### config.mk
export PLATFORM = sky130hd
export DESIGN_NAME = vga_pixel_stream
export DESIGN_NICKNAME = d
export VERILOG_FILES = /design/src/rtl/vga_pixel_stream_pkg.sv /design/src/rtl/vga_pixel_stream_counter.sv /design/src/rtl/vga_pixel_stream.sv
export SDC_FILE = /design/constraint.sdc
export NUM_CORES = 1
export LEC_CHECK = 0
export CAP_MARGIN = 15
export CORE_ASPECT_RATIO = 0.6
export CORE_MARGIN = 3
export CORE_UTILIZATION = 50
export DETAILED_ROUTE_END_ITERATION = 8
export PLACE_DENSITY_LB_ADDON = 0.2
export SYNTH_ARGS = -nofsm -noshare
export SYNTH_HDL_FRONTEND = slang
export SYNTH_HIERARCHICAL = 1
export SYNTH_SLANG_ARGS = --single-unit
### constraint.sdc
create_clock -name clk -period 5.4 [get_ports clk]
set_input_delay 0.54 -clock clk [delete_from_list [all_inputs] [get_ports clk]]
set_output_delay 0.54 -clock clk [all_outputs]
set_load 0.02 [all_outputs]
### src/rtl/vga_pixel_stream_pkg.sv
// Display mode constants shared by the pixel stream and its counters.
package vga_pixel_stream_pkg;

  localparam int VGA_MODE_H_VISIBLE = 640;
  localparam int VGA_MODE_V_VISIBLE = 480;
  localparam int VGA_MODE_H_TOTAL   = 800;
  localparam int VGA_MODE_V_TOTAL   = 525;

  // A one-entry range still needs a one-bit counter.
  function automatic int bits_for(input int n);
    return (n > 1) ? $clog2(n) : 1;
  endfunction

endpackage

### src/rtl/vga_pixel_stream_counter.sv
// Wrapping position counter: async reset, sync clear, counts 0..LIMIT-1.
module vga_pixel_stream_counter #(
  parameter int LIMIT = 4,
  parameter int WIDTH = 2
) (
  input  logic             clk,
  input  logic             reset,
  input  logic             clear,
  input  logic             step,
  output logic [WIDTH-1:0] count,
  output logic             wrap
);

  assign wrap = (count == WIDTH'(LIMIT - 1));

  always_ff @(posedge clk or posedge reset) begin
    if (reset) begin
      count <= '0;
    end else if (clear) begin
      count <= '0;
    end else if (step) begin
      count <= wrap ? '0 : count + WIDTH'(1);
    end
  end

endmodule

### src/rtl/vga_pixel_stream.sv
// Visible-region pixel walker emitting column/row/address beats on a
// valid/ready stream. VGA_PIXEL_STREAM_SCALE2_EN enables 2x pixel doubling.
module vga_pixel_stream
  import vga_pixel_stream_pkg::*;
#(
  parameter int H_VISIBLE   = VGA_MODE_H_VISIBLE,
  parameter int V_VISIBLE   = VGA_MODE_V_VISIBLE,
  parameter int ADDR_BITS   = 20,
  parameter int STRIDE      = H_VISIBLE,
  parameter int BASE_ADDR   = 0,
  localparam int COLUMN_BITS = bits_for(H_VISIBLE),
  localparam int ROW_BITS    = bits_for(V_VISIBLE)
) (
  input  logic                   clk,
  input  logic                   reset,
  input  logic                   enable,
  input  logic                   restart,
  input  logic                   ready,
  output logic                   valid,
  output logic [COLUMN_BITS-1:0] column,
  output logic [ROW_BITS-1:0]    row,
  output logic [ADDR_BITS-1:0]   addr,
  output logic                   first,
  output logic                   last_col,
  output logic                   last
);

  localparam logic [ADDR_BITS-1:0] BASE = ADDR_BITS'(BASE_ADDR);
  localparam logic [ADDR_BITS-1:0] STEP = ADDR_BITS'(STRIDE);
  localparam logic [COLUMN_BITS-1:0] COL_MAX = COLUMN_BITS'(H_VISIBLE - 1);
  localparam logic [ROW_BITS-1:0] ROW_MAX = ROW_BITS'(V_VISIBLE - 1);

  logic                   advance;
  logic                   col_wrap;
  logic                   row_wrap;
  logic [COLUMN_BITS-1:0] next_col;
  logic [ROW_BITS-1:0]    next_row;
  logic [ADDR_BITS-1:0]   line_base;
  logic [ADDR_BITS-1:0]   next_base;
  logic [ADDR_BITS-1:0]   next_addr;

  assign advance = valid & ready & ~restart;

  vga_pixel_stream_counter #(
    .LIMIT(H_VISIBLE),
    .WIDTH(COLUMN_BITS)
  ) col_cnt (
    .clk  (clk),
    .reset(reset),
    .clear(restart),
    .step (advance),
    .count(column),
    .wrap (col_wrap)
  );

  vga_pixel_stream_counter #(
    .LIMIT(V_VISIBLE),
    .WIDTH(ROW_BITS)
  ) row_cnt (
    .clk  (clk),
    .reset(reset),
    .clear(restart),
    .step (advance & last_col),
    .count(row),
    .wrap (row_wrap)
  );

  // Position after this beat, used to register the markers with it.
  always_comb begin
    next_col = col_wrap ? '0 : column + COLUMN_BITS'(1);
    next_row = row;
    if (col_wrap) begin
      next_row = row_wrap ? '0 : row + ROW_BITS'(1);
    end
  end

  always_comb begin
    next_base = line_base;
`ifdef VGA_PIXEL_STREAM_SCALE2_EN
    next_addr = addr + ADDR_BITS'(column[0]);
`else
    next_addr = addr + ADDR_BITS'(1);
`endif
    if (last) begin
      next_base = BASE;
      next_addr = BASE;
    end else if (last_col) begin
`ifdef VGA_PIXEL_STREAM_SCALE2_EN
      if (row[0]) begin
        next_base = line_base + STEP;
      end
`else
      next_base = line_base + STEP;
`endif
      next_addr = next_base;
    end
  end

  always_ff @(posedge clk or posedge reset) begin
    if (reset) begin
      valid     <= 1'b0;
      addr      <= BASE;
      line_base <= BASE;
      first     <= 1'b1;
      last_col  <= 1'b0;
      last      <= 1'b0;
    end else if (restart) begin
      valid     <= 1'b0;
      addr      <= BASE;
      line_base <= BASE;
      first     <= 1'b1;
      last_col  <= 1'b0;
      last      <= 1'b0;
    end else if (valid & ready) begin
      valid     <= enable;
      addr      <= next_addr;
      line_base <= next_base;
      first     <= (next_col == '0) && (next_row == '0);
      last_col  <= (next_col == COL_MAX);
      last      <= (next_col == COL_MAX) && (next_row == ROW_MAX);
    end else if (!valid) begin
      valid <= enable;
    end
  end

endmodule

==> results.md, run 1 <==
* CP required at 5.60 ns
* Worst reg2reg endpoint: first
* CP max-delay cell: dfrtp_1
* Worst VDD drop at 0.155 mV
* Clock slew at reported path FFs at 0.07 ns
* Initial antenna violation count at 0
* Number of flops mapped to enable cells by yosys at 0
* F_max at 312 MHz
* Slowest cell delay on critical path at 0.54 ns
* CP Max Fanout at 17
* Final WL at 9.87 mm
* Worst Max-Slew Pin Slew at 1.01 ns
* CTS tree: yes
* Leakage dissipation at 0.00173 uW
* Critical Path End Type: flip-flop
* Sink Count at 56
* First-pass GRT wire length at 16.6 mm
* Ys Warns at 6
* Fill cells at 561
* RSZ-0062 raised after global routing: no
* Post-CTS Hold Buffers at 0
* Share of layout cells above drive strength 1 at 5.33%
* Global-route usage over all layers at 24.8%
* Post-synthesis sequential area ratio at 38.3%
* Max_cap viols at 0
* Hold EP: line_base[19]
* Hold Crit Class: flip-flop to flip-flop
* Total design power at 869 uW
* DRT iter0 DRCs at 332
* Sum of negative setup slack at 0 ns
* Global route overflow at 0
* R2R depth at 9
* Outcome: complete, no violations
* Worst EP arrival at 3.40 ns
* Post-CTS Resized at 0
* Main synth FF type: dfrtp_1
* Post-synthesis net count at 441
* Post-DP HPWL at 6.95 mm
* Syn-to-layout area delta at 19.3%
* Root buf cell: clkbuf_16
* TritonCTS Buffers at 5
* Setup violators final at 0
* Vias/cell at 6.44
* CTS max path bufs at 2
* Asr flop ratio synth at 100%
* Wire per inst at 17.7 um
* Post-CTS Setup Bufs at 0
* Initial core utilization at 53.3%
* Final period util at 59.3%
* Final GP Congestion at 0.867
* Worst R2R Start: col_cnt/count[0]
* Routed Antenna Nets at 0
* Most used cell, CP: nand4_1
* FF+latch count, synth at 56
* Drt first pass iters at 5
* Largest net degree at the start of global routing at 38
* Yosys cell types at 65
* Clk Latency, worst-skew pair at 0.30 ns
* IO Pins at 48
* Die X at 117 um
* Core area at 0.00688 mm2
* Diodes inserted at 0
* Final hold violations at 0
* Hold wc startpoint: line_base[19]
* Hold path depth at 2
* Via count at 3579
* Die Ht at 72.3 um
* Max-slew violations at 0
* Synthesized cell area at 0.00366 mm2
* CP Class: flip-flop to flip-flop
* # DRC at 0
* CP Cell Sequence: ha_1 -> and3_1 -> nand4_1 -> inv_1 -> nand4_1 -> o31a_1 -> o41ai_1 -> o211ai_1 -> o32ai_1
* Die area at 0.00842 mm2
* Post-Synthesis Cells at 430
* Syn Area/Cell at 8.52 um2
* Number of global-route vias before repair at 3249
* R2R setup slack at 2.20 ns
* CP delay by family, top: compound AO/OA/AOI/OAI gates
* Normalized max-slew margin at 32.4%
* # rows at 23
* Port-buffer cells at 47
* Critical Path Start Type: flip-flop
* Clk_skew at 0.00369 ns
* PD cells at 199 mW/mm2
* Crit path time final at 3.20 ns
* Nets at 479
* Crit path buf inv count at 1
* H-tree levels at 2
-- final cells by class --
class / instances / area [um2] / share of cell area [%]
Multi-Input combinational cell: 338 / 2110 / 48.4
Sequential cell: 56 / 1400 / 32.1
Timing Repair Buffer: 51 / 500 / 11.5
Clock buffer: 7 / 153 / 3.49
Tap cell: 87 / 109 / 2.49
Inverter: 16 / 60.1 / 1.37
Clock inverter: 1 / 30.0 / 0.687
-- synth_stat cells, drive strengths merged, types with 4 or more instances --
cell type  instances  area, um2
a21o               4       30.0
a21oi             22        110
a31oi              6       37.5
and3               9       56.3
buf                5       30.0
clkbuf            15       56.3
dfrtp             55       1380
ha                 6       75.1
inv               16       60.1
nand2             45        169
nand2b             4       25.0
nand3             23        120
nand4             23        150
nor2              31        116
nor2b              6       37.5
nor3               6       30.0
nor3b              5       37.5
nor4               4       31.3
nor4b              4       47.6
o211ai             4       30.0
o21ai             43        215
o311ai             5       43.8
o31ai              5       37.5
or3                9       57.6
xnor2             15        131
xor2              15        131
-- cell families (layout without fill, tap and decap cells) --
logic type / count (synthesis) / after routing / synth area share (%)
simple gates: 183 / 183 / 27.1
compound gates: 116 / 116 / 20.5
flops: 56 / 56 / 38.3
buf+inv: 36 / 75 / 4.00
xor+xnor: 30 / 30 / 7.17
fa+ha+maj: 6 / 6 / 2.05
mux: 3 / 3 / 0.888
-- routing by layer --
metal  GRT usage (%)  vias to the layer above  wire length [um]
li1                -                     1677                 -
met1            39.8                     1738              4750
met2            32.7                      150              4140
met3            5.92                       14               845
met4            7.34                        0               136
met5               0                        -                 0
-- where the power goes --
| group | internal [uW] | total, uW | switching [uW] |
|---|---|---|---|
| clock | 244 | 392 | 147 |
| combinational | 15.9 | 50.0 | 34.1 |
| sequential | 423 | 427 | 4.64 |
| total | 683 | 869 | 186 |
-- how the worst max path moves through the flow --
stage / start / endpoint / slack (ns) / cells past startpoint
finish: col_cnt/count[0] / first / 2.20 / 9
global route: restart / line_base[18] / 2.04 / 7
CTS: col_cnt/count[0] / first / 2.29 / 9
detailed placement: restart / row_cnt/count[0] / 2.00 / 7
global placement: restart / line_base[18] / 2.08 / 7
floorplan: col_cnt/count[0] / first / 2.75 / 10
-- cells in the final DEF (no fill, tap or decap), types with 2 or more instances in the layout --
cell type        instances
dfrtp_1                 55
clkdlybuf4s50_1         47
nand2_1                 45
o21ai_0                 42
nor2_1                  31
nand4_1                 22
nand3_1                 22
a21oi_1                 22
inv_1                   16
xnor2_1                 15
xor2_1                  15
and3_1                   9
or3_1                    8
nor3_1                   6
nor2b_1                  6
a31oi_1                  6
ha_1                     6
nor3b_1                  5
o311ai_0                 5
o31ai_1                  5
clkbuf_16                5
o211ai_1                 4
a21o_1                   4
nand2b_1                 4
buf_4                    4
nand3b_1                 3
o221ai_1                 3
nor4_1                   3
and4_1                   3
o2111ai_1                3
mux2_2                   2
nand4b_1                 2
nor4b_1                  2
o21a_1                   2
o32ai_1                  2
or4b_1                   2
nor4b_2                  2
a22o_1                   2
clkbuf_8                 2
-- flip-flops by register name, summed over array words and instances, names as in the netlist --
name	cells
first	1
row_cnt/count	9
col_cnt/count	10
last_col	1
line_base	13
valid	1
last	1
addr	20
-- worst reg2reg max path, delay by kind of cell, from the launching register on --
family	cells	cell delay, ns
buffers and inverters	1	0.38
adders and majority gates	1	0.27
DFF	1	0.54
and+or+nand+nor	3	0.59
AOI/OAI and AO/OA	4	1.32
-- metrics by stage --
step / hold slack, ns / utilization, % / instance area [um2] / instances / worst slack (ns)
floorplan: 0.368 / - / 3660 / 430 / 2.75
global placement: 0.490 / 60.9 / 4190 / 548 / 2.08
detailed placement: 0.499 / 60.9 / 4190 / 548 / 2.00
CTS: 0.515 / 63.5 / 4370 / 556 / 2.29
global route: 0.554 / 63.5 / 4370 / 556 / 2.04
finish: 0.506 / 63.5 / 4370 / 556 / 2.20
No activity file was read; power rests on OpenSTA's default activity.
==> run 2: changes to the inputs <==
==> constraint.sdc (replaced) <==
create_clock -name clk -period 3 [get_ports clk]
set_input_delay 0.3 -clock clk [delete_from_list [all_inputs] [get_ports clk]]
set_output_delay 0.3 -clock clk [all_outputs]
set_load 0.02 [all_outputs]
==> run 2 against run 1 <==
  * Fmax increased by 19%
  * Flip-flop and latch count stayed put
  * Via count fell by 0.45%
  * Largest cell class unchanged
==> results.md, run 2 (synthesis gave the netlist of run 1 again) <==
* Dpl cell area at 0.00430 mm2 (was 0.00419 mm2)
* Post-CTS Hold Buffers at 0 (unchanged)
* Most common cell after layout, fill and taps aside: dfrtp_1 (unchanged)
* Final period util at 89.5% (was 59.3%)
* RSZ-0062 raised after global routing: no (unchanged)
* CTS max path bufs at 2 (unchanged)
* Drt first pass iters at 5 (unchanged)
* Final cell count without fillers at 571 (was 556)
* Switching component of the power at 350 uW (was 186 uW)
* Global-route usage over all layers at 25.0% (was 24.8%)
* TritonCTS Buffers at 5 (unchanged)
* Clk Latency, worst-skew pair at 0.30 ns (about the same)
* Initial core utilization at 53.3% (unchanged)
* Setup violators final at 0 (unchanged)
* Syn-to-layout area delta at 21.3% (was 19.3%)
* Comb pwr share at 6.3% (was 5.8%)
* CP max-delay cell: dfrtp_1 (unchanged)
* # rows at 23 (unchanged)
* Routed Antenna Nets at 0 (unchanged)
* Slowest cell delay on critical path at 0.48 ns (was 0.54 ns)
* Post-DP HPWL at 7.28 mm (was 6.95 mm)
* First-pass GRT wire length at 16.6 mm (about the same)
* IO Pins at 48 (unchanged)
* Diodes inserted at 0 (unchanged)
* Port-buffer cells at 47 (unchanged)
* Root buf cell: clkbuf_16 (unchanged)
* Wire per inst at 17.7 um (about the same)
* Most frequent cells in the layout: dfrtp_1 (55), clkdlybuf4s50_1 (47), nand2_1 (45) (unchanged)
* Worst EP arrival at 2.89 ns (was 3.40 ns)
* CP Max Fanout at 11 (was 17)
* Worst Max-Slew Pin Slew at 0.728 ns (was 1.01 ns)
* Clock power frac at 41.6% (was 45.1%)
* Largest net degree at the start of global routing at 38 (unchanged)
* CTS tree: yes (unchanged)
* Nets at 494 (was 479)
* Share of layout cells above drive strength 1 at 7.85% (was 5.33%)
* Normalized max-slew margin at 51.5% (was 32.4%)
* Clock slew at reported path FFs at 0.07 ns (about the same)
* Number of global-route vias before repair at 3167 (was 3249)
* H-tree levels at 2 (unchanged)
* Switching Share at 23.7% (was 21.4%)
* Crit path time final at 2.69 ns (was 3.20 ns)
* PD cells at 332 mW/mm2 (was 199 mW/mm2)
* Critical Path End Type: flip-flop (unchanged)
* Post-CTS Setup Bufs at 0 (unchanged)
* Clk_skew at 0.00684 ns (was 0.00369 ns)
* Die X at 117 um (unchanged)
* Most used cell, CP: nand4_1 (unchanged)
* Sequential Power Share at 52.0% (was 49.2%)
* F_max at 372 MHz (was 312 MHz)
* Die area at 0.00842 mm2 (unchanged)
* Sink Count at 56 (unchanged)
* Fill cells at 594 (was 561)
* Initial antenna violation count at 0 (unchanged)
* Internal at 1130 uW (was 683 uW)
* Max reg flops at 20 (unchanged)
* Via count at 3563 (was 3579)
* DRT iter0 DRCs at 307 (was 332)
* Worst VDD drop at 0.202 mV (was 0.155 mV)
* Total design power at 1480 uW (was 869 uW)
* Final GP Congestion at 0.961 (was 0.867)
* # DRC at 0 (unchanged)
* Fin area at 0.00445 mm2 (was 0.00437 mm2)
* Register area at 0.00140 mm2 (unchanged)
* CP required at 3.21 ns (was 5.60 ns)
* CP Cell Sequence: ha_1 -> and3_1 -> nand4_1 -> inv_1 -> buf_4 -> nand4_1 -> o31a_1 -> o41ai_1 -> o211ai_1 -> o32ai_1 (was ha_1 -> and3_1 -> nand4_1 -> inv_1 -> nand4_1 -> o31a_1 -> o41ai_1 -> o211ai_1 -> o32ai_1)
* Max_cap viols at 0 (unchanged)
* Hold Crit Class: input port to async pin (was flip-flop to flip-flop)
* Top reg by flops: addr (unchanged)
* CP Class: flip-flop to flip-flop (unchanged)
* Largest registers: addr: 20 flops, line_base: 13 flops, col_cnt/count: 10 flops (unchanged)
* Vias/cell at 6.24 (was 6.44)
* Post-CTS Resized at 0 (unchanged)
* Area of the multi-input gates at 0.00211 mm2 (unchanged)
* Outcome: complete, no violations (unchanged)
* Leakage dissipation at 0.00179 uW (was 0.00173 uW)
* Core area at 0.00688 mm2 (unchanged)
* Global route overflow at 0 (unchanged)
* Critical Path Start Type: flip-flop (unchanged)
* Die Ht at 72.3 um (unchanged)
* Final WL at 10.1 mm (was 9.87 mm)
* Sum of negative setup slack at 0 ns (unchanged)
* Cells after DPL at 563 (was 548)
* Final hold violations at 0 (unchanged)
* Max-slew violations at 0 (unchanged)
[run 2: final cells by class]
cell class                 count  area share, %
multi-input combinational    338           47.6
sequential                    56           31.6
timing repair buffer          66           13.8
inverter                      16           1.35
clock buffer                   8           3.29
tap                           87           2.45
[run 2: final timing paths]
kind	start	endpoint	slack (ns)	cells past startpoint
worst max-delay path	col_cnt/count[1]	first	0.31	10
worst min-delay path	reset	row_cnt/count[5]	0.36	2
worst max register to register	col_cnt/count[1]	first	0.31	10
worst min register to register	line_base[18]	line_base[18]	0.51	1
max in group asynchronous	reset	first	2.13	3
min in group clk	line_base[18]	line_base[18]	0.51	1
[run 2: power by group through the flow]
stage / clock (uW) / sequential (uW) / combinational (uW)
6_report: 615 / 768 / 93.2
5_1_grt: 656 / 769 / 103
4_1_cts: 622 / 768 / 93.1
3_5_place_dp: 0 / 783 / 92.9
3_3_place_gp: 0 / 783 / 92.4
2_1_floorplan: 0 / 786 / 51.5
[run 2: through the flow]
step	worst slack [ns]	util [%]	hold slack, ns
final	0.314	64.6	0.358
after global routing	0.0277	64.6	0.434
after CTS	0.323	64.6	0.384
after detailed placement	0.337	62.5	0.501
after global placement	0.465	62.5	0.490
after floorplan	0.347	-	0.128
[run 2: critical path, delay by kind of cell, from the launching register on]
family,cells,cell delay (ns)
compound gates,4,1.01
fa+ha+maj,1,0.26
simple gates,3,0.47
flops,1,0.48
buf+inv,2,0.38
[run 2: layer usage]
layer,GRT usage [%],part of all wire (%),up-vias
met5,0,0,-
met4,8.11,1.3,0
met3,7.33,8.0,15
met2,34.7,42,137
met1,37.2,49,1712
li1,-,-,1699
==> run 3: changes to the inputs <==
--- a/config.mk
+++ b/config.mk
@@ -10,7 +10,8 @@
 export CORE_MARGIN = 3
 export CORE_UTILIZATION = 50
 export DETAILED_ROUTE_END_ITERATION = 8
-export PLACE_DENSITY_LB_ADDON = 0.2
+export PLACE_DENSITY_LB_ADDON = 0.05
+export RECOVER_POWER = 50
 export SYNTH_ARGS = -nofsm -noshare
 export SYNTH_HDL_FRONTEND = slang
 export SYNTH_HIERARCHICAL = 1
==> run 3 against run 2 <==
  * Core utilization fell by 0.96 points
  * Sequential share of layout area rose by 0.48 points
  * Global-route usage rose by 0.42 points
  * Register-to-register slack got worse by 0.05 ns
  * Flip-flop and latch count did not move
  * Highest routed layer unchanged
  * Die area did not move
  * First-iteration DRC count fell by 3.6%
  * Worst setup slack got worse by 0.046 ns
  * Critical path depth fell by 1
  * Sequential power barely moved
==> results.md, run 3 (synthesis gave the netlist of run 1 again) <==
* IO Pins at 48 (unchanged)
* Routed Antenna Nets at 0 (unchanged)
* Met2 wire length at 3.91 mm (was 4.25 mm)
* Post-DP HPWL at 7.03 mm (was 7.28 mm)
* R2R setup slack at 0.27 ns (was 0.31 ns)
* Largest registers: addr: 20 flops, line_base: 13 flops, col_cnt/count: 10 flops (unchanged)
* Post-CTS Setup Bufs at 0 (unchanged)
* R2R depth at 9 (was 10)
* Port-buffer cells at 47 (unchanged)
* Routed wl met3 at 743 um (was 806 um)
* Worst VDD drop at 0.193 mV (was 0.202 mV)
* Via count at 3526 (was 3563)
* Outcome: complete, no violations (unchanged)
* Max_cap viols at 0 (unchanged)
* Diodes inserted at 0 (unchanged)
* Most frequent cells in the layout: dfrtp_1 (55), nand2_1 (45), o21ai_0 (42) (was dfrtp_1 (55), clkdlybuf4s50_1 (47), nand2_1 (45))
* Global-route usage over all layers at 25.4% (was 25.0%)
* Setup violators final at 0 (unchanged)
* Fill cells at 595 (was 594)
* Nets at 489 (was 494)
* Initial core utilization at 53.3% (unchanged)
* Share of layout cells above drive strength 1 at 6.28% (was 7.85%)
* WL met1 at 5.18 mm (was 4.91 mm)
* Leakage dissipation at 0.00179 uW (about the same)
* # DRC at 0 (unchanged)
* Drt first pass iters at 5 (unchanged)
* Die area at 0.00842 mm2 (unchanged)
* # rows at 23 (unchanged)
* First-pass GRT wire length at 16.8 mm (was 16.6 mm)
* Syn-to-layout area delta at 19.5% (was 21.3%)
* Final core occ at 63.7% (was 64.6%)
* Post-CTS Resized at 0 (unchanged)
* Final period util at 91.1% (was 89.5%)
* Root buf cell: clkbuf_16 (unchanged)
* CTS tree: yes (unchanged)
* Switching component of the power at 339 uW (was 350 uW)
* Die Ht at 72.3 um (unchanged)
* Final GP Congestion at 0.877 (was 0.961)
* Clock power frac at 40.0% (was 41.6%)
* Max-slew violations at 0 (unchanged)
* F_max at 366 MHz (was 372 MHz)
* Fin area at 0.00438 mm2 (was 0.00445 mm2)
* Worst EP arrival at 2.94 ns (was 2.89 ns)
* Worst Setup EP: first (unchanged)
* PD cells at 327 mW/mm2 (was 332 mW/mm2)
* Final hold violations at 0 (unchanged)
* Top reg by flops: addr (unchanged)
* Initial antenna violation count at 0 (unchanged)
* Worst R2R Start: col_cnt/count[1] (unchanged)
* Clk Latency, worst-skew pair at 0.30 ns (about the same)
* Wire per inst at 17.6 um (was 17.7 um)
* Sequential Power Share at 53.6% (was 52.0%)
* Comb pwr share at 6.4% (was 6.3%)
* Clk_skew at 0.00724 ns (was 0.00684 ns)
* TritonCTS Buffers at 5 (unchanged)
* Critical Path Start Type: flip-flop (unchanged)
* Sum of negative setup slack at 0 ns (unchanged)
* Worst reg2reg endpoint: first (unchanged)
* Most common cell after layout, fill and taps aside: dfrtp_1 (unchanged)
* CP Cell Sequence: ha_1 -> and3_1 -> nand4_1 -> inv_1 -> or4b_1 -> or3_1 -> a211oi_2 -> nand3_1 -> o32ai_1 (was ha_1 -> and3_1 -> nand4_1 -> inv_1 -> buf_4 -> nand4_1 -> o31a_1 -> o41ai_1 -> o211ai_1 -> o32ai_1)
* Slowest cell delay on critical path at 0.52 ns (was 0.48 ns)
* Hold Crit Class: input port to async pin (unchanged)
* Highest metal used: met4 (unchanged)
* Max reg flops at 20 (unchanged)
* Vias/cell at 6.24 (about the same)
* Worst Max-Slew Pin Slew at 1.05 ns (was 0.728 ns)
* DRT iter0 DRCs at 296 (was 307)
* CTS max path bufs at 2 (unchanged)
* Core area at 0.00688 mm2 (unchanged)
* Critical Path Source: col_cnt/count[1] (unchanged)
* Internal at 1090 uW (was 1130 uW)
* Dpl cell area at 0.00426 mm2 (was 0.00430 mm2)
* CP Max Fanout at 8 (was 11)
* Sink Count at 56 (unchanged)
* Die X at 117 um (unchanged)
* Largest net degree at the start of global routing at 38 (unchanged)
* Crit path time final at 2.73 ns (was 2.69 ns)
* CP Class: flip-flop to flip-flop (unchanged)
* Global route overflow at 0 (unchanged)
* Critical Path End Type: flip-flop (unchanged)
* Post-CTS Hold Buffers at 0 (unchanged)
* CP max-delay cell: or4b_1 (was dfrtp_1)
* Clock slew at reported path FFs at 0.07 ns (about the same)
* Number of global-route vias before repair at 3189 (was 3167)
* Final WL at 9.93 mm (was 10.1 mm)
* H-tree levels at 2 (unchanged)
* RSZ-0062 raised after global routing: no (unchanged)
* CP required at 3.21 ns (about the same)
* Normalized max-slew margin at 29.8% (was 51.5%)
* Switching Share at 23.7% (about the same)
## run 3: changes by cell type in the layout (fill, tap and decap cells not counted)
cell,previous run,this run
clkdlybuf4s50_1,47,32
dlygate4sd3_1,0,15
buf_4,19,11
and2_0,0,1
and2_1,1,0
clkbuf_1,2,3
clkbuf_2,0,1
clkbuf_8,1,0
clkinv_2,0,1
nand4_1,22,23
nand4_2,1,0
## run 3: how the worst min path moves through the flow
stage / start / endpoint / slack (ns) / depth (start not counted)
2_1_floorplan: reset / row_cnt/count[0] / 0.13 / 1
3_3_place_gp: line_base[19] / line_base[19] / 0.49 / 2
3_5_place_dp: line_base[18] / line_base[18] / 0.50 / 1
4_1_cts: reset / row_cnt/count[1] / 0.40 / 2
5_1_grt: reset / row_cnt/count[4] / 0.54 / 2
6_report: reset / row_cnt/count[4] / 0.51 / 2
## run 3: critical path: cells and delay by family, from the launching register on
family	cells	cell delay, ns
AND/OR/NAND/NOR	5	1.28
AO/OA/AOI/OAI	2	0.48
flip-flops	1	0.48
buffers and inverters	1	0.15
adder cells (fa/ha/maj)	1	0.26
## run 3: area by class of cell
type	instances	area (um2)	area share, %
multi-input combinational	338	2110	48.1
sequential	56	1400	32.0
timing repair buffer	61	566	12.9
clock buffer	6	129	2.94
tap	87	109	2.49
inverter	16	60.1	1.37
clock inverter	1	5.00	0.114
## run 3: metal layers
layer	GRT usage (%)	vias to the layer above
met3	4.58	8
met5	0	-
met4	6.05	0
met1	42.2	1675
li1	-	1695
met2	33.3	148
## run 3: through the flow
stage | setup WS (ns) | hold slack [ns] | std cells | total power (uW)
after floorplan | 0.347 | 0.128 | 430 | 837
after global placement | 0.441 | 0.489 | 558 | 875
after detailed placement | 0.261 | 0.500 | 558 | 876
after CTS | 0.250 | 0.401 | 565 | 1450
after global routing | 0.148 | 0.538 | 565 | 1480
final | 0.268 | 0.509 | 565 | 1430
## run 3: power groups by stage
stage / registers (uW) / clock network (uW) / logic [uW]
finish: 769 / 573 / 91.1
global placement: 782 / 0 / 92.7
floorplan: 786 / 0 / 51.5
detailed placement: 782 / 0 / 94.3
CTS: 768 / 590 / 94.6
global route: 769 / 614 / 102
==> RTL change 1 (config.mk and constraints of run 3) <==
Reset style: synchronous (`reset`), changed in 2 clocked blocks. Comments in the files are not updated.
--- a/src/rtl/vga_pixel_stream_counter.sv
+++ b/src/rtl/vga_pixel_stream_counter.sv
@@ -14,5 +14,5 @@
   assign wrap = (count == WIDTH'(LIMIT - 1));
 
-  always_ff @(posedge clk or posedge reset) begin
+  always_ff @(posedge clk) begin
     if (reset) begin
       count <= '0;
--- a/src/rtl/vga_pixel_stream.sv
+++ b/src/rtl/vga_pixel_stream.sv
@@ -97,5 +97,5 @@
   end
 
-  always_ff @(posedge clk or posedge reset) begin
+  always_ff @(posedge clk) begin
     if (reset) begin
       valid     <= 1'b0;
Behaviour: differs if reset is asserted again (counterexample within 4 cycles, from zero or initial values and one cycle with reset high); with reset held inactive, the same outputs for 10 cycles.
==> RTL change 1 against run 3 <==
  * Area after synthesis down 3.5%
  * Sequential cell count unchanged
  * Worst hold slack worse by 0.032 ns
  * Critical path depth unchanged
  * Sequential share of layout area down 6.1 points
  * Die area down 3.3%
  * Critical endpoint is now first
  * Wire length down 2.4%
  * Setup slack better by 0.10 ns
  * Total power down 2.3%
  * Cell area down 1.1%
  * Maximum frequency up 3.8%
==> RTL change 1: results (changes against run 3) <==
\begin{tabular}{lr}
\hline
Metric & Value \\
\hline
\multicolumn{2}{l}{\textbf{Status}} \\
\quad Status & finished clean (unchanged) \\
\multicolumn{2}{l}{\textbf{Global routing}} \\
\quad Largest net degree at the start of global routing & 18 (was 38) \\
\quad All-Layer GR Usage & 24.4\% (was 25.4\%) \\
\quad Met2 demand-to-capacity share in global routing & 32.3\% (was 33.3\%) \\
\quad Global-route wire length before repair & 16300 um (was 16800 um) \\
\quad Met3 routing resource usage after global routing & 6.24\% (was 4.58\%) \\
\multicolumn{2}{l}{\textbf{Critical path}} \\
\quad Slack of the worst reg-to-reg path & 0.37 ns (was 0.27 ns) \\
\quad Crit-path max cell delay & 0.50 ns (was 0.52 ns) \\
\quad Capture instance of the worst register-to-register path & first (unchanged) \\
\quad Critical-path top delay cell & sky130\_fd\_sc\_hd\_\_dfxtp\_1 (was sky130\_fd\_sc\_hd\_\_or4b\_1) \\
\multicolumn{2}{l}{\textbf{Cells and area}} \\
\quad Clock network share of area & 3.38\% (was 3.06\%) \\
\quad Filler cell count & 611 (was 595) \\
\quad Multi-Input Combinational & 356 (was 338) \\
\quad Data-path buffer share of cell area in the final layout & 14.3\% (was 12.9\%) \\
\quad Clock Buffer Count & 8 (was 6) \\
\quad Net count reported at finish & 507 (was 489) \\
\quad Area occupied by multi-input gates & 0.00230 sq mm (was 0.00211 sq mm) \\
\multicolumn{2}{l}{\textbf{Logic synthesis}} \\
\quad Post-synthesis average cell area & 8.03 sq um (was 8.52 sq um) \\
\quad Post-synthesis mux area share & 2.30\% (was 0.888\%) \\
\quad Net count of the mapped netlist & 451 (was 441) \\
\quad Post-synthesis sequential area ratio & 31.7\% (was 38.3\%) \\
\quad Most common flop cell mapped by yosys & sky130\_fd\_sc\_hd\_\_dfxtp\_1 (was sky130\_fd\_sc\_hd\_\_dfrtp\_1) \\
\quad Commonest cells post-synth & sky130\_fd\_sc\_hd\_\_dfxtp\_1, sky130\_fd\_sc\_hd\_\_nand2\_1, sky130\_fd\_sc\_hd\_\_a21oi\_1, sky130\_fd\_sc\_hd\_\_o21ai\_0, sky130\_fd\_sc\_hd\_\_nor2\_1 (was sky130\_fd\_sc\_hd\_\_dfrtp\_1, sky130\_fd\_sc\_hd\_\_nand2\_1, sky130\_fd\_sc\_hd\_\_o21ai\_0) \\
\quad Post-synthesis share of cell area spent on full adders, half adders and majority gates & 2.12\% (was 2.05\%) \\
\multicolumn{2}{l}{\textbf{Worst hold path}} \\
\quad Type of the worst min-delay path & register to register (was primary input to async pin) \\
\multicolumn{2}{l}{\textbf{Placement}} \\
\quad Cell Area, Placed & 0.00419 sq mm (was 0.00426 sq mm) \\
\quad Weighted congestion at the end of routability-driven global placement & 0.854 (was 0.877) \\
\multicolumn{2}{l}{\textbf{Power and ir drop}} \\
\quad Power per unit of standard cell area & 323 mW/mm\^{}2 (was 327 mW/mm\^{}2) \\
\quad Max rail drop VDD & 0.000321 V (was 0.000193 V) \\
\hline
\end{tabular}
==> RTL change 1: cell count changes after synthesis, sizes merged, moves of 6 or more <==
cell | before | now
mux2i | 1 | 7
inv | 16 | 8
dfxtp | 0 | 56
dfrtp | 55 | 0
a21oi | 22 | 29
o21ai | 43 | 29
nor3 | 6 | 15
nand2b | 4 | 10
or4 | 1 | 7
nand4 | 23 | 17
==> RTL change 1: worst max-delay path by stage <==
| stage | from | to | depth (start not counted) |
|---|---|---|---|
| floorplan | col_cnt/count[0] | first | 9 |
| global placement | col_cnt/count[0] | first | 8 |
| detailed placement | col_cnt/count[0] | first | 8 |
| CTS | col_cnt/count[0] | first | 8 |
| global route | col_cnt/count[0] | first | 9 |
| finish | col_cnt/count[0] | first | 9 |
==> RTL change 1: power breakdown <==
part	internal [uW]	leakage, uW	switching [uW]
Clock	334	0.0000712	271
Sequential	744	0.000451	1.39
Combinational	16.5	0.000996	31.7
==> RTL change 2 (flow settings as in run 3) <==
Made on the original files. The option `VGA_PIXEL_STREAM_SCALE2_EN` is turned on by a define.
--- a/src/rtl/vga_pixel_stream.sv
+++ b/src/rtl/vga_pixel_stream.sv
@@ -1,4 +1,6 @@
 // Visible-region pixel walker emitting column/row/address beats on a
 // valid/ready stream. VGA_PIXEL_STREAM_SCALE2_EN enables 2x pixel doubling.
+`define VGA_PIXEL_STREAM_SCALE2_EN
+
 module vga_pixel_stream
   import vga_pixel_stream_pkg::*;
Formal check against the unedited RTL: not equivalent (Yosys sat finds a counterexample within 4 cycles, from zero or initial values and one cycle with reset high).
==> RTL change 2 against run 3 <==
  * The flow now finishes with violations (capacitance limit, slew limit)
  * Total power about the same
  * Wire length decreased by 1.8%
  * Cell area increased by 1.3%
  * Setup slack got worse by 0.045 ns
  * First-iteration DRC count decreased by 0.68%
  * Sequential share of layout area decreased by 0.41 points
  * Area after synthesis decreased by 0.65%
  * Count of clock-buffer cells in the layout increased by 2
  * Sequential cell count unchanged
  * Critical path type unchanged
  * Largest cell class unchanged
==> RTL change 2: results (changes against run 3) <==
\begin{tabular}{lr}
\hline
Metric & Value \\
\hline
\multicolumn{2}{l}{\textbf{Routing}} \\
\quad Met1 layer wirelength in the final routing & 5050 um (was 5180 um) \\
\quad Wire length on met3 & 637 um (was 743 um) \\
\quad Detailed-routed wire length on met2 & 3980 um (was 3910 um) \\
\quad Routed WL & 9740 um (was 9930 um) \\
\quad Violation count after the first detailed-routing iteration & 294 (was 296) \\
\multicolumn{2}{l}{\textbf{Critical path}} \\
\quad Critical-path top delay cell & sky130\_fd\_sc\_hd\_\_or4b\_2 (was sky130\_fd\_sc\_hd\_\_or4b\_1) \\
\quad Crit-path max cell delay & 0.66 ns (was 0.52 ns) \\
\multicolumn{2}{l}{\textbf{Placement}} \\
\quad Worst setup slack after placement & 0.290 ns (was 0.261 ns) \\
\quad Weighted congestion at the end of routability-driven global placement & 0.877 (about the same) \\
\quad Half-perimeter wire length of the detailed placement result & 6980 um (was 7030 um) \\
\multicolumn{2}{l}{\textbf{STA}} \\
\quad Max-slew headroom & -41.1\% (was 29.8\%) \\
\quad Clock Skews & 0.00417 ns (was 0.00724 ns) \\
\quad Number of max-slew violations in the final report & 38 (was 0) \\
\multicolumn{2}{l}{\textbf{Run}} \\
\quad Max-cap check violation count & 1 (was 0) \\
\multicolumn{2}{l}{\textbf{Logic synthesis}} \\
\quad Net count of the mapped netlist & 429 (was 441) \\
\quad Commonest cells post-synth & sky130\_fd\_sc\_hd\_\_dfrtp\_1, sky130\_fd\_sc\_hd\_\_nand2\_1, sky130\_fd\_sc\_hd\_\_o21ai\_0 (unchanged) \\
\quad Post-synthesis sequential area ratio & 38.5\% (was 38.3\%) \\
\quad Leading cell types by total area after synthesis & sky130\_fd\_sc\_hd\_\_dfrtp\_1, sky130\_fd\_sc\_hd\_\_o21ai\_0, sky130\_fd\_sc\_hd\_\_nand2\_1, sky130\_fd\_sc\_hd\_\_xor2\_1, sky130\_fd\_sc\_hd\_\_nand4\_1 (was sky130\_fd\_sc\_hd\_\_dfrtp\_1, sky130\_fd\_sc\_hd\_\_o21ai\_0, sky130\_fd\_sc\_hd\_\_nand2\_1, sky130\_fd\_sc\_hd\_\_nand4\_1, sky130\_fd\_sc\_hd\_\_xnor2\_1) \\
\multicolumn{2}{l}{\textbf{Status}} \\
\quad Status & complete, but fails checks (was finished clean) \\
\quad Failing checks & capacitance limit, slew limit \\
\multicolumn{2}{l}{\textbf{Power and ir drop}} \\
\quad Max rail drop VDD & 0.000231 V (was 0.000193 V) \\
\quad Leakage power figure & 0.00185 uW (was 0.00179 uW) \\
\quad Switching share of power & 22.1\% (was 23.7\%) \\
\multicolumn{2}{l}{\textbf{Cells and area}} \\
\quad Layout cells sized above 1 & 8.21\% (was 6.28\%) \\
\quad Filler cell count & 606 (was 595) \\
\quad Net count reported at finish & 486 (was 489) \\
\multicolumn{2}{l}{\textbf{Global routing}} \\
\quad Global-route wire length before repair & 16300 um (was 16800 um) \\
\quad All-Layer GR Usage & 24.5\% (was 25.4\%) \\
\quad Vias in the first global route & 3148 (was 3189) \\
\hline
\end{tabular}
RTL change 2: area by class of cell:
| class | instances | share of cell area (%) |
|---|---|---|
| multi-input combinational | 332 | 48.0 |
| sequential | 56 | 31.6 |
| timing repair buffer | 65 | 13.5 |
| clock buffer | 8 | 3.30 |
| inverter | 14 | 1.18 |
| tap | 87 | 2.45 |
RTL change 2: worst paths after layout:
kind	startpoint	endpoint	slack, ns
setup / recovery	col_cnt/count[1]	first	0.22
hold / removal	reset	row_cnt/count[6]	0.48
setup reg to reg	col_cnt/count[1]	first	0.22
hold reg to reg	addr[19]	addr[19]	0.52
max in group asynchronous	reset	addr[0]	0.50
min in group clk	addr[19]	addr[19]	0.52
RTL change 2: worst reg2reg max path, cell delays in order, from the launching register on:
cell                        delay, ns
sky130_fd_sc_hd__dfrtp_1         0.51
sky130_fd_sc_hd__ha_1            0.27
sky130_fd_sc_hd__and3_1          0.19
sky130_fd_sc_hd__nand4_1         0.16
sky130_fd_sc_hd__inv_1           0.28
sky130_fd_sc_hd__nand3_1         0.21
sky130_fd_sc_hd__or4b_2          0.66
sky130_fd_sc_hd__nand4_1         0.11
sky130_fd_sc_hd__a2111oi_0       0.06
sky130_fd_sc_hd__a41o_2          0.27
RTL change 2: metrics by stage:
step           instances  hold slack (ns)  utilization [%]  total power [uW]  instance area, sq um
2_1_floorplan        417            0.128                -               822                  3640
3_3_place_gp         554            0.488             62.7               852                  4300
3_5_place_dp         554            0.502             62.7               853                  4300
4_1_cts              562            0.364             64.9              1450                  4440
5_1_grt              562            0.502             64.8              1490                  4440
6_report             562            0.484             64.8              1430                  4440
RTL change 2: logic make-up after synthesis:
family,after synthesis,share of synthesized area (%)
and+or+nand+nor,181,27.8
adders and majority gates,7,2.41
buffers and inverters,29,3.20
muxes,5,1.41
DFF,56,38.5
AOI/OAI and AO/OA,107,18.9
xor gates and xnor gates,32,7.70
RTL change 2: metal layers:
layer	vias up	global-route usage [%]
li1	1676	-
met1	1679	39.2
met5	-	0
met2	123	33.0
met3	12	6.33
met4	0	4.38
RTL change 2: power by group through the flow:
stage                     logic, uW  clock network (uW)  registers [uW]
after floorplan                44.4                   0             778
after global placement         78.1                   0             774
after detailed placement       78.4                   0             774
after CTS                      78.8                 613             759
after global routing           83.8                 647             760
final                          75.8                 597             760
